==> src/rtl/uart_pkg.sv <==
// UART shared definitions: FSM state type and frame constants.
// Used by both the receiver and the transmitter on the same link.
package uart_pkg;

    localparam int UART_OVERSAMPLE = 16;
    localparam int UART_DATA_BITS  = 8;

    typedef enum logic [2:0] {
        IDLE  = 3'd0,
        START = 3'd1,
        DATA  = 3'd2,
        STOP  = 3'd3,
        BREAK = 3'd4
    } uart_state_t;

endpackage

==> src/rtl/uart_baud_gen.sv <==
// Fractional-accumulator tick generator: RATE ticks per second
// derived from a CLK_HZ clock without an integer divider.
module uart_baud_gen #(
    parameter int CLK_HZ = 100_000_000,
    parameter int RATE   = 1_843_200
) (
    input  logic i_clk,
    input  logic i_rstn,
    input  logic clr,
    output logic tick
);

    localparam int AW = $clog2(CLK_HZ) + 1;
    localparam logic [AW-1:0] W_RATE = AW'(RATE);
    localparam logic [AW-1:0] W_CLK  = AW'(CLK_HZ);

    logic [AW-1:0] r_acc;
    logic [AW-1:0] w_nxt;

    assign w_nxt = r_acc + W_RATE;
    assign tick  = (w_nxt >= W_CLK);

    // Accumulate RATE per cycle, wrapping by CLK_HZ on each tick.
    always_ff @(posedge i_clk) begin
        if (!i_rstn || clr) begin
            r_acc <= '0;
        end else if (tick) begin
            r_acc <= w_nxt - W_CLK;
        end else begin
            r_acc <= w_nxt;
        end
    end

endmodule

==> src/rtl/uart_rx.sv <==
// 8N1 UART receiver, LSB first, 16x oversampled, mid-bit sampling.
// Emits a one-cycle valid strobe per good byte, ferr on a bad stop bit.
module uart_rx
    import uart_pkg::*;
#(
    parameter int CLK_HZ = 100_000_000,
    parameter int BAUD   = 115200
) (
    input  logic       sys_clk_i,
    input  logic       sys_rstn_i,
    input  logic       uart_rx_i,
    output logic [7:0] uart_dat_o,
    output logic       uart_valid_o,
    output logic       uart_ferr_o,
    output logic       uart_busy_o
);

    localparam logic [3:0] OS_MID   = 4'(UART_OVERSAMPLE / 2 - 1);
    localparam logic [3:0] OS_LAST  = 4'(UART_OVERSAMPLE - 1);
    localparam logic [2:0] BIT_LAST = 3'(UART_DATA_BITS - 1);

    logic        r_sync1;
    logic        r_sync2;
    uart_state_t r_state;
    logic [3:0]  r_os_cnt;
    logic [2:0]  r_bit_idx;
    logic [7:0]  r_sh;
    logic [7:0]  r_dat;
    logic        r_valid;
    logic        r_ferr;

    logic        w_rx_s;
    logic        w_tick;
    logic        w_clr;
    logic        w_mid;
    logic        w_last;

    assign w_rx_s = r_sync2;
    assign w_clr  = (r_state == IDLE) && !w_rx_s;
    assign w_mid  = w_tick && (r_os_cnt == OS_MID);
    assign w_last = w_tick && (r_os_cnt == OS_LAST);

    // Two-flop synchronizer; idles high so reset looks like an idle line.
    always_ff @(posedge sys_clk_i) begin
        if (!sys_rstn_i) begin
            r_sync1 <= 1'b1;
            r_sync2 <= 1'b1;
        end else begin
            r_sync1 <= uart_rx_i;
            r_sync2 <= r_sync1;
        end
    end

    // 16x bit-rate tick, re-phased to the start edge.
    uart_baud_gen #(
        .CLK_HZ (CLK_HZ),
        .RATE   (UART_OVERSAMPLE * BAUD)
    ) u_baud (
        .i_clk  (sys_clk_i),
        .i_rstn (sys_rstn_i),
        .clr    (w_clr),
        .tick   (w_tick)
    );

    // Frame FSM: start validation, data shift, stop check, break hold.
    always_ff @(posedge sys_clk_i) begin
        if (!sys_rstn_i) begin
            r_state   <= IDLE;
            r_os_cnt  <= '0;
            r_bit_idx <= '0;
            r_sh      <= '0;
            r_dat     <= '0;
            r_valid   <= 1'b0;
            r_ferr    <= 1'b0;
        end else begin
            r_valid <= 1'b0;
            r_ferr  <= 1'b0;
            unique case (r_state)
                IDLE: begin
                    if (!w_rx_s) begin
                        r_state  <= START;
                        r_os_cnt <= '0;
                    end
                end
                START: begin
                    if (w_tick) begin
                        r_os_cnt <= r_os_cnt + 4'd1;
                    end
                    if (w_mid) begin
                        if (!w_rx_s) begin
                            r_state   <= DATA;
                            r_os_cnt  <= '0;
                            r_bit_idx <= '0;
                        end else begin
                            r_state <= IDLE;
                        end
                    end
                end
                DATA: begin
                    if (w_tick) begin
                        r_os_cnt <= r_os_cnt + 4'd1;
                    end
                    if (w_last) begin
                        r_sh <= {w_rx_s, r_sh[7:1]};
                        if (r_bit_idx == BIT_LAST) begin
                            r_state <= STOP;
                        end else begin
                            r_bit_idx <= r_bit_idx + 3'd1;
                        end
                    end
                end
                STOP: begin
                    if (w_tick) begin
                        r_os_cnt <= r_os_cnt + 4'd1;
                    end
                    if (w_last) begin
                        if (w_rx_s) begin
                            r_dat   <= r_sh;
                            r_valid <= 1'b1;
                            r_state <= IDLE;
                        end else begin
                            r_ferr  <= 1'b1;
                            r_state <= BREAK;
                        end
                    end
                end
                BREAK: begin
                    if (w_rx_s) begin
                        r_state <= IDLE;
                    end
                end
                default: begin
                    r_state <= IDLE;
                end
            endcase
        end
    end

    assign uart_dat_o   = r_dat;
    assign uart_valid_o = r_valid;
    assign uart_ferr_o  = r_ferr;
    assign uart_busy_o  = (r_state != IDLE);

endmodule

==> config.mk <==
export PLATFORM = sky130hd
export DESIGN_NAME = uart_rx
export DESIGN_NICKNAME = d
export VERILOG_FILES = /design/src/rtl/uart_pkg.sv /design/src/rtl/uart_baud_gen.sv /design/src/rtl/uart_rx.sv
export SDC_FILE = /design/constraint.sdc
export NUM_CORES = 1
export LEC_CHECK = 0
export BUFFER_PORTS_ARGS = -buffer_cell sky130_fd_sc_hd__buf_2
export CAP_MARGIN = 20
export CORE_AREA = 2 2 73 75
export CTS_CLUSTER_DIAMETER = 120
export DETAILED_ROUTE_END_ITERATION = 10
export DIE_AREA = 0 0 75 77
export PLACE_DENSITY_LB_ADDON = 0.3
export SYNTH_ARGS = -nofsm -noshare
export SYNTH_HDL_FRONTEND = slang
export SYNTH_SLANG_ARGS = --single-unit
==> constraint.sdc <==
create_clock -name sys_clk_i -period 3.3 [get_ports sys_clk_i]
set_clock_uncertainty 0.15 [all_clocks]
set_input_delay 0.33 -clock sys_clk_i [delete_from_list [all_inputs] [get_ports sys_clk_i]]
set_output_delay 0.33 -clock sys_clk_i [all_outputs]
set_load 0.01 [all_outputs]
* After elaboration in Yosys (flattened, before gate mapping)
Cells that the tools add are included.
** Storage, ports and cells
- Register bits after elaboration :: 58
- Input port bits :: 3
** Operators by class
- Add/subtract/negate cells :: 4
- Magnitude comparators :: 1
- Equality and inequality tests :: 15
- Multiplexer cells :: 22
- Reduce and logical (&&, ||, !) cells :: 17
** Operators by type and width (number)
- $mux W3 :: 11
- $add A28 B21 Y28 const B :: 1
- $ge A28 B27 Y1 const B :: 1
- $mux W28 :: 1
- $sub A28 B27 Y28 const B :: 1
- $mux W4 :: 4
- $ne A2 B2 Y1 const B :: 8
- $pmux W3 S5 :: 1
- $pmux W4 S3 :: 1
- $eq A3 B2 Y1 const B :: 2
- $eq A3 B3 Y1 const B :: 2
- $pmux W3 S2 :: 1
- $reduce_and A3 Y1 :: 2
- $reduce_and A6 Y1 :: 1
- $reduce_bool A3 Y1 :: 2
- $reduce_and A5 Y1 :: 1
- $add A4 B1 Y4 const B :: 1
- $eq A4 B3 Y1 const B :: 1
- $eq A4 B4 Y1 const B :: 1
- $reduce_and A2 Y1 :: 2
- $add A3 B1 Y3 const B :: 1
- $eq A3 B1 Y1 const B :: 1
- $logic_and A1 B1 Y1 :: 3
- $logic_not A3 Y1 :: 1
- 6 further kinds :: 8

* Logic depth before layout (Yosys ltp)
Gate-level depths: netlist (run 1).
- Depth after elaboration :: 6
- Mapped depth :: 11

* By module
From an unflattened synthesis (run 1), not the netlist that was laid out.
** Unflattened totals
- Cells, all modules :: 321
- Area, all modules :: 3009.1 µm²
** By module, submodules not included
- uart_baud_gen :: times used 1, cells each 185, area an instance 1660.3 µm², seq. area each 400.4 µm²
- uart_rx :: times used 1, cells each 136, area an instance 1348.8 µm², seq. area each 600.6 µm²

* Worst setup path after synthesis (run 1)
No wires, ideal clock.
- Path kind :: register to register
- Start point :: register u_baud.r_acc[13]
- End point :: register r_sh[0]
- Arrival :: 2508 ps
- Slack :: 570 ps
- Cell stages (with the launch flop) :: 9
- Buffers on the path :: 0
- Period minus slack after synthesis :: 2730 ps
- Cells stage by stage :: dfxtp_1 > ha_1 > nand4_1 > nor4_1 > o21ai_1 > a2111oi_4 > a211oi_2 > nor4_4 > mux2i_1
** On the way
- Cells in the longest elaborated chain, start to end :: 4
** Ends and longest elaborated chain
- start, declared :: line uart_baud_gen.sv:17 : logic [AW-1:0] r_acc;
- start signal, assigned :: line uart_baud_gen.sv:28 : r_acc <= w_nxt - W_CLK;
- start signal, assigned :: line uart_baud_gen.sv:30 : r_acc <= w_nxt;
- $add A28 B21 Y28 :: line uart_baud_gen.sv:20 : assign w_nxt = r_acc + W_RATE;
- $ge A28 B27 Y1 :: line uart_baud_gen.sv:21 : assign tick = (w_nxt >= W_CLK);
- $logic_and A1 B1 Y1 :: line uart_rx.sv:41 : assign w_last = w_tick && (r_os_cnt == OS_LAST);
- $reduce_and A2 Y1 (no source line)
- end signal, assigned :: line uart_rx.sv:104 : r_sh <= {w_rx_s, r_sh[7:1]};
- end, declared :: line uart_rx.sv:27 : logic [7:0] r_sh;
No other way between the ends.
A chain may end at the register's enable or synchronous reset.

* Worst setup path in the final report (run 1)
- Start point :: register u_baud.r_acc[13]
- End point :: register u_baud.r_acc[11]
** On the way
- Cells in the longest elaborated chain, start to end :: 3
** Ends and longest elaborated chain
- $add A28 B21 Y28 :: line uart_baud_gen.sv:20
- $ge A28 B27 Y1 :: line uart_baud_gen.sv:21
- $mux W28 :: line uart_baud_gen.sv:27 : end else if (tick) begin
No other way between the ends.

==> metrics.yaml, run 1 <==
outcome: "finished clean"
max_cap_violations: 0
drv_slew: 0
timing.rr.start: "u_baud.r_acc[13]"
syn-mean-instance-area_um2: 8.06
nNetsFinal: 379
finalNonFillerCells: 440
dr_total_vias: 2639
dominantRegCellSynth: "sky130_fd_sc_hd__dfxtp_1"
synthesis.instances: 363
power.static_leakage_nw: 1.12
route.antenna.remaining_nets: 0
drt_wl_total_um: 6130
timing.hold.worst.start: "uart_rx_i"
mappedNetlistArea_mm2: 0.00292
num_rows: 26
core_area_mm2: 0.00498
clock_latency_late_sink_ns: 0.30
drcViolationCount: 0
critPathLaunch: "u_baud.r_acc[13]"
die-area_mm2: 0.00578
drt-wirelength-per-cell_um: 13.9
cts.sink_count: 50
share_of_flip_flops_with_an_asynchronous_set_or_reset_after_synthesis: 0
worst-r2r-setup-slack_ns: 0.20
h_tree_depth_reported_by_cts: 2
tritoncts_clock_tree: "yes"
drtPass1Iterations: 5
worstMarginPinSlew_ns: 0.828
power_density_mw_per_mm2: 385
area.growth.synth_to_final_pct: 7.74
netlist-cell-type-count: 57
pin_count_of_the_biggest_net_entering_global_routing: 32
root_buffer: "sky130_fd_sc_hd__clkbuf_8"
clock_path_buffers: 2
grt-ovfl-total: 0
critPathArrivalTime_ns: 3.18
floorplan.initialDensity: 0.587
die_x_um: 75
min_path_type: "input port to register"
io-pin-count: 14
timing.final.crit_period_ns: 3.10
count_of_flip_flops_with_a_built_in_enable_after_synthesis: 0
type_of_the_worst_setup_path: "register to register"
fmaxAchievable_mhz: 323
crit_fanout: 31
cts_hold_buffers: 0
synth_seq_area_share: 0.342
yosysTopAreaCell: "sky130_fd_sc_hd__dfxtp_1"
post_route_cells_drive_above_1_share: 0.0919
grt_use_total: 0.222
slew_margin_rel: 0.444
rsz0062_at_grt: "false"
worst_setup_path_start_kind: "register"
worstSetupEndpointType: "register"
ir_drop_mv: 0.235
dieHeight_um: 77
fin_setup_tns_ns: 0
place.detailed.hpwl_um: 4370
postcts_resize_cnt: 0
vias_in_the_first_global_route: 2314
total_setup_buffers_inserted_after_cts: 0
drt_iter0_markers: 159
gp_congestion: 0.915
antenna_cells: 0
synth.area.top_cells: "sky130_fd_sc_hd__dfxtp_1, sky130_fd_sc_hd__a21oi_1, sky130_fd_sc_hd__nand2_1"
layout_worst_path_cycle_share: 0.939
ys_seq_elements: 50
antenna_found_initial: 0
cts-buffers-inserted: 5
path_clk_slew_ns: 0.09
most_numerous_cell_types_in_the_synthesized_netlist: "sky130_fd_sc_hd__dfxtp_1, sky130_fd_sc_hd__a21oi_1, sky130_fd_sc_hd__nand2_1"
postLayoutCoreUtil: 0.633
mappedNetlistNets: 373
synth_largest_type_area_fraction: 0.342
final_hold_violations: 0
wire_length_of_the_first_global_routing_pass_um: 10500
setup_viol: 0
critical_path_required_ns: 3.38
numPlacedInstances: 432
portBuffers: 13
ys.warnings.count: 0
yosysMostFrequentCell: "sky130_fd_sc_hd__dfxtp_1"
vias_per_cell: 6.00
-- report_power, final --
group          switching, mW  internal (mW)
Clock                  0.209          0.153
Sequential            0.0338          0.621
Combinational          0.126         0.0695
Total                  0.369          0.844
-- cells in the final DEF (no fill, tap or decap), drive strengths merged, types with 2 or more instances in the layout --
cell / instances
a211o: 2
nor4: 5
a311oi: 2
xnor2: 7
and3: 5
o21a: 3
o21ai: 25
a211oi: 4
buf: 18
nor2b: 2
mux2i: 12
nor2: 19
and4: 4
a31oi: 7
nand2: 35
dfxtp: 50
a21boi: 4
ha: 7
mux2: 2
a21oi: 35
nor3: 17
o41ai: 2
and2: 5
inv: 9
nor3b: 5
a21o: 4
nand3: 23
or4: 2
xor2: 4
nand2b: 8
nand4b: 2
nand4: 7
or3: 12
clkbuf: 5
-- registers in the layout (all words and copies together) (netlist names) --
name	count
r_sh	8
r_os_cnt	4
u_baud.r_acc	20
r_sync2	1
r_bit_idx	3
r_sync1	1
uart_ferr_o	1
r_state	3
uart_valid_o	1
uart_dat_o	8
-- area by class of cell --
type                       count  area, µm²
timing repair buffer          18        128
sequential                    50       1000
multi-input combinational    286       1810
inverter                       8       30.0
clock buffer                   5       68.8
fill                         440       1830
tap                           70       87.6
clock inverter                 3       25.0
-- kinds of logic (layout without fill, tap and decap cells) --
logic type / Yosys count / in the layout / synth area share
adder cells (fa/ha/maj): 7 / 7 / 0.0300
AO/OA/AOI/OAI: 100 / 100 / 0.220
multiplexers: 14 / 14 / 0.0501
flip-flops: 50 / 50 / 0.342
XOR/XNOR: 11 / 11 / 0.0329
AND/OR/NAND/NOR: 154 / 154 / 0.283
buffers and inverters: 27 / 34 / 0.0411
-- metrics by stage --
| stage | total power, mW | setup WS [ns] | hold WS, ns | cell area, µm² |
|---|---|---|---|---|
| finish | 1.21 | 0.203 | 0.0563 | 3150 |
| global route | 1.28 | 0.0110 | 0.0392 | 3150 |
| CTS | 1.23 | 0.248 | 0.0473 | 3150 |
| detailed placement | 0.859 | 0.285 | 0.252 | 3060 |
| global placement | 0.855 | 0.411 | 0.247 | 3060 |
| floorplan | 0.814 | 0.570 | 0.236 | 2920 |
-- worst paths after layout --
check	depth (start not counted)	endpoint
max	9	u_baud.r_acc[11]
min reg2reg	1	r_sync2
min	2	r_sync1
max reg2reg	9	u_baud.r_acc[11]
-- critical path, stage by stage (launching register included) --
cell and delay [ns]:
sky130_fd_sc_hd__dfxtp_1 0.43, sky130_fd_sc_hd__ha_1 0.30, sky130_fd_sc_hd__nand4_1 0.20, sky130_fd_sc_hd__nor4_1 0.33, sky130_fd_sc_hd__o21ai_1 0.15, sky130_fd_sc_hd__a2111oi_4 0.49, sky130_fd_sc_hd__a211oi_4 0.13, sky130_fd_sc_hd__buf_12 0.19
sky130_fd_sc_hd__or4b_1 0.47, sky130_fd_sc_hd__a21oi_1 0.16
-- routing by layer --
metal	global-route usage	part of all wire	wire, µm
met5	0	0	0
met4	0.0732	0.021	131
met3	0.0420	0.031	191
met2	0.354	0.46	2820
met1	0.298	0.49	2980
Note: power is estimated with default switching activity, not from simulation.
==> inputs of run 2 (changes only) <==
--- a/config.mk
+++ b/config.mk
@@ -12,6 +12,7 @@
 export DETAILED_ROUTE_END_ITERATION = 10
 export DIE_AREA = 0 0 75 77
 export PLACE_DENSITY_LB_ADDON = 0.3
+export RECOVER_POWER = 100
 export SYNTH_ARGS = -nofsm -noshare
 export SYNTH_HDL_FRONTEND = slang
 export SYNTH_SLANG_ARGS = --single-unit
==> metrics.yaml, run 2 (same netlist as run 1, synthesis figures left out) <==
place.detailed.hpwl_um: 4370
dr_total_vias: 2643
clock_latency_late_sink_ns: 0.30
rsz0062_at_grt: "false"
drv_slew: 0
tritoncts_clock_tree: "yes"
critPathLaunch: "u_baud.r_acc[13]"
cts_hold_buffers: 0
slew_margin_rel: 0.429
top_register: "u_baud.r_acc"
type_of_the_worst_setup_path: "register to register"
postLayoutCoreUtil: 0.627
wire_length_of_the_first_global_routing_pass_um: 10500
setup_viol: 0
layout_worst_path_cycle_share: 0.936
total_setup_buffers_inserted_after_cts: 0
grt-ovfl-total: 0
ir_drop_mv: 0.235
critical_path.n_buffers_inverters: 1
postcts_resize_cnt: 0
dieHeight_um: 77
cts.sink_count: 50
nNetsFinal: 379
worstMarginPinSlew_ns: 0.857
clock_path_buffers: 2
drtPass1Iterations: 4
worstSetupEndpointType: "register"
numPlacedInstances: 432
area_of_combinational_cells_with_multiple_inputs_mm2: 0.00180
fin_setup_tns_ns: 0
drcViolationCount: 0
critical_path_required_ns: 3.38
finalNonFillerCells: 440
path_clk_slew_ns: 0.09
fillers: 448
worstPathCellList: "ha_1, nand4_1, nor4_1, o21ai_1, a2111oi_4, a211oi_1, buf_12, or4b_1, a21oi_1"
core_area_mm2: 0.00498
io-pin-count: 14
placement.setup.worst_slack_ns: 0.285
worst-r2r-setup-slack_ns: 0.21
p_total_mw: 1.21
min_path_type: "input port to register"
top_cell_family_by_delay_on_the_critical_path: "simple AND/OR/NAND/NOR gates"
power_density_mw_per_mm2: 388
cts-buffers-inserted: 5
max_cap_violations: 0
setup_ws_ns: 0.211
grt_use_total: 0.222
fmaxAchievable_mhz: 324
timing.hold.worst.start: "uart_rx_i"
post_route_cells_drive_above_1_share: 0.0568
die-area_mm2: 0.00578
num_rows: 26
crit_fanout: 31
crit_path_max_incr_delay_ns: 0.47
drt_wl_total_um: 6090
timing.rr.start: "u_baud.r_acc[13]"
layout.cells.most_common_list: "sky130_fd_sc_hd__dfxtp_1, sky130_fd_sc_hd__nand2_1, sky130_fd_sc_hd__a21oi_1"
antenna_cells: 0
pin_count_of_the_biggest_net_entering_global_routing: 32
critPathArrivalTime_ns: 3.17
h_tree_depth_reported_by_cts: 2
cp_max_stage_cell: "sky130_fd_sc_hd__or4b_1"
worst_setup_path_start_kind: "register"
portBuffers: 13
largest_register_ffs: 20
area.growth.synth_to_final_pct: 6.72
antenna_found_initial: 0
floorplan.initialDensity: 0.587
root_buffer: "sky130_fd_sc_hd__clkbuf_8"
gp_congestion: 0.915
timing.final.crit_period_ns: 3.09
route.antenna.remaining_nets: 0
die_x_um: 75
ff_latch_area_mm2: 0.00100
vias_in_the_first_global_route: 2314
power.static_leakage_nw: 1.07
final_hold_violations: 0
mostFrequentLayoutCell: "sky130_fd_sc_hd__dfxtp_1"
vias_per_cell: 6.01
drt-wirelength-per-cell_um: 13.8
drt_iter0_markers: 182
outcome: "finished clean"
-- run 2: metal layers --
metal	up-vias	track usage	part of all wire
li1	1350	-	-
met1	1215	0.298	0.48
met2	63	0.354	0.47
met3	15	0.0420	0.032
met4	0	0.0732	0.022
met5	-	0	0
-- run 2: worst paths after layout --
kind                                         end  cells past startpoint
worst max-delay path            u_baud.r_acc[11]                      9
worst min-delay path                     r_sync1                      2
worst max register to register  u_baud.r_acc[11]                      9
worst min register to register           r_sync2                      1
-- run 2: cell type report --
cell class | instances | share of cell area
clock buffer | 5 | 0.0221
clock inverter | 3 | 0.00802
inverter | 8 | 0.00962
multi-input combinational | 286 | 0.576
sequential | 50 | 0.321
tap | 70 | 0.0281
timing repair buffer | 18 | 0.0353
-- run 2: through the flow --
step | instance area (µm²) | hold WS [ns]
floorplan | 2920 | 0.236
global placement | 3060 | 0.247
detailed placement | 3060 | 0.252
CTS | 3150 | 0.0473
global route | 3120 | 0.0392
finish | 3120 | 0.0566
-- run 2: worst reg2reg max path, cell delays in order (launching register included) --
cell	delay, ns
sky130_fd_sc_hd__dfxtp_1	0.43
sky130_fd_sc_hd__ha_1	0.30
sky130_fd_sc_hd__nand4_1	0.20
sky130_fd_sc_hd__nor4_1	0.33
sky130_fd_sc_hd__o21ai_1	0.15
sky130_fd_sc_hd__a2111oi_4	0.43
sky130_fd_sc_hd__a211oi_1	0.18
sky130_fd_sc_hd__buf_12	0.20
sky130_fd_sc_hd__or4b_1	0.48
sky130_fd_sc_hd__a21oi_1	0.16
-- run 2: power breakdown --
group          internal (mW)  total (mW)  switching [mW]
Combinational         0.0685       0.194           0.125
Clock                  0.153       0.364           0.211
Sequential             0.621       0.655          0.0337
Total                  0.843        1.21           0.369
==> inputs of run 3 (changes only) <==
--- a/config.mk
+++ b/config.mk
@@ -13,6 +13,7 @@
 export DIE_AREA = 0 0 75 77
 export PLACE_DENSITY_LB_ADDON = 0.3
 export RECOVER_POWER = 100
+export SLEW_MARGIN = 20
 export SYNTH_ARGS = -nofsm -noshare
 export SYNTH_HDL_FRONTEND = slang
 export SYNTH_SLANG_ARGS = --single-unit
==> constraint.sdc (replaced) <==
create_clock -name sys_clk_i -period 3.1 [get_ports sys_clk_i]
set_clock_uncertainty 0.15 [all_clocks]
set_input_delay 0.31 -clock sys_clk_i [delete_from_list [all_inputs] [get_ports sys_clk_i]]
set_output_delay 0.31 -clock sys_clk_i [all_outputs]
set_load 0.01 [all_outputs]
==> metrics.yaml, run 3 (same netlist as run 1, synthesis figures left out) <==
crit_path_max_incr_delay_ns: 0.40
drtPass1Iterations: 5
min_path_type: "input port to register"
place.detailed.hpwl_um: 4590
drv_slew: 0
core_area_mm2: 0.00498
root_buffer: "sky130_fd_sc_hd__clkbuf_8"
worstMarginPinSlew_ns: 0.843
setup_viol: 0
largest_register_ffs: 20
clock_path_buffers: 2
rsz0062_at_grt: "false"
post_route_cells_drive_above_1_share: 0.0773
critical_path.n_buffers_inverters: 2
drt-wirelength-per-cell_um: 14.5
timing.rr.start: "u_baud.r_acc[13]"
path_clk_slew_ns: 0.09
grt-ovfl-total: 0
cts_hold_buffers: 0
tritoncts_clock_tree: "yes"
worstPathCellList: "ha_2, nand4_1, nor4_1, o21ai_1, a2111oi_4, a211oi_1, buf_12, nor4_2, buf_4, mux2i_1"
p_seq_frac: 0.513
power_switching_share: 0.279
wire_length_of_the_first_global_routing_pass_um: 11300
h_tree_depth_reported_by_cts: 2
top_register: "u_baud.r_acc"
power_density_mw_per_mm2: 427
layout.cells.most_common_list: "sky130_fd_sc_hd__dfxtp_1, sky130_fd_sc_hd__nand2_1, sky130_fd_sc_hd__a21oi_1"
fmaxAchievable_mhz: 345
total_setup_buffers_inserted_after_cts: 0
clock_latency_late_sink_ns: 0.29
regToRegEndpoint: "r_sh[2]"
worst-r2r-setup-slack_ns: 0.20
dr_total_vias: 2745
worstSetupEndpointType: "register"
die_x_um: 75
cts-buffers-inserted: 5
antenna_found_initial: 0
power_frac_clock: 0.328
hold_ws_ns: 0.0401
timing.hold.worst.start: "uart_rx_i"
intPower_mw: 0.978
critical_path_required_ns: 3.17
area_of_combinational_cells_with_multiple_inputs_mm2: 0.00180
cts.sink_count: 50
critPathArrivalTime_ns: 2.98
area.growth.synth_to_final_pct: 8.60
fillers: 460
type_of_the_worst_setup_path: "register to register"
dieHeight_um: 77
num_rows: 26
worst_setup_path_start_kind: "register"
fin_setup_tns_ns: 0
antenna_cells: 0
ir_drop_mv: 0.235
io-pin-count: 14
drcViolationCount: 0
final_hold_violations: 0
drt_iter0_markers: 306
max_cap_violations: 0
min_delay_worst_endpoint: "r_sync1"
layout_worst_path_cycle_share: 0.936
placement.setup.worst_slack_ns: 0.123
outcome: "finished clean"
timing.final.crit_period_ns: 2.90
setup_ws_ns: 0.198
die-area_mm2: 0.00578
cp_max_stage_cell: "sky130_fd_sc_hd__dfxtp_2"
pin_count_of_the_biggest_net_entering_global_routing: 32
mostFrequentLayoutCell: "sky130_fd_sc_hd__dfxtp_1"
route.antenna.remaining_nets: 0
postcts_resize_cnt: 0
portBuffers: 13
p_sw_mw: 0.378
share_comb_of_total_power: 0.159
slew_margin_rel: 0.438
top_cell_family_by_delay_on_the_critical_path: "compound AO/OA/AOI/OAI gates"
r2r_cells: 10
vias_in_the_first_global_route: 2588
drt_wl_total_um: 6440
floorplan.initialDensity: 0.587
power.static_leakage_nw: 1.11
crit_fanout: 31
whs_path_depth: 2
grt_use_total: 0.241
vias_per_cell: 6.17
gp_congestion: 0.899
ff_latch_area_mm2: 0.00100
nNetsFinal: 384
-- run 3: final cells by class --
| type | instances | area share |
|---|---|---|
| Clock inverter | 3 | 0.0126 |
| Inverter | 8 | 0.00946 |
| Timing Repair Buffer | 23 | 0.0473 |
| Sequential cell | 50 | 0.316 |
| Clock buffer | 5 | 0.0217 |
| Multi-Input combinational cell | 286 | 0.566 |
| Tap cell | 70 | 0.0276 |
-- run 3: how the worst max path moves through the flow --
stage                startpoint      end  slack (ns)  cells past startpoint
2_1_floorplan  u_baud.r_acc[13]  r_sh[0]        0.37                      8
3_3_place_gp   u_baud.r_acc[14]  r_sh[4]        0.23                     10
3_5_place_dp   u_baud.r_acc[13]  r_sh[7]        0.12                     10
4_1_cts        u_baud.r_acc[13]  r_sh[6]        0.09                     10
5_1_grt        u_baud.r_acc[13]  r_sh[2]        0.02                     10
6_report       u_baud.r_acc[13]  r_sh[2]        0.20                     10
-- run 3: through the flow --
step	instance area (µm²)	power, mW	std cells	util
6_report	3180	1.36	445	0.638
3_5_place_dp	3090	0.921	437	0.622
2_1_floorplan	2920	0.867	363	-
5_1_grt	3180	1.43	445	0.638
3_3_place_gp	3090	0.917	437	0.622
4_1_cts	3200	1.36	445	0.644
-- run 3: worst register-to-register path: stages (launching register included) --
cell,delay (ns)
sky130_fd_sc_hd__dfxtp_2,0.40
sky130_fd_sc_hd__ha_2,0.25
sky130_fd_sc_hd__nand4_1,0.16
sky130_fd_sc_hd__nor4_1,0.30
sky130_fd_sc_hd__o21ai_1,0.15
sky130_fd_sc_hd__a2111oi_4,0.39
sky130_fd_sc_hd__a211oi_1,0.18
sky130_fd_sc_hd__buf_12,0.19
sky130_fd_sc_hd__nor4_2,0.22
sky130_fd_sc_hd__buf_4,0.24
sky130_fd_sc_hd__mux2i_1,0.21
-- run 3: routing by layer --
metal | vias to the layer above | wire length [µm] | GRT usage
met4 | 0 | 91 | 0.0839
met5 | - | 0 | 0
li1 | 1364 | - | -
met3 | 11 | 308 | 0.0329
met2 | 98 | 3200 | 0.391
met1 | 1272 | 2840 | 0.321
-- run 3: power groups by stage --
stage	logic, mW	registers, mW	clock network (mW)
after floorplan	0.173	0.694	0
after detailed placement	0.211	0.710	0
final	0.215	0.696	0.445
after global routing	0.242	0.700	0.484
after CTS	0.213	0.695	0.455
after global placement	0.208	0.709	0
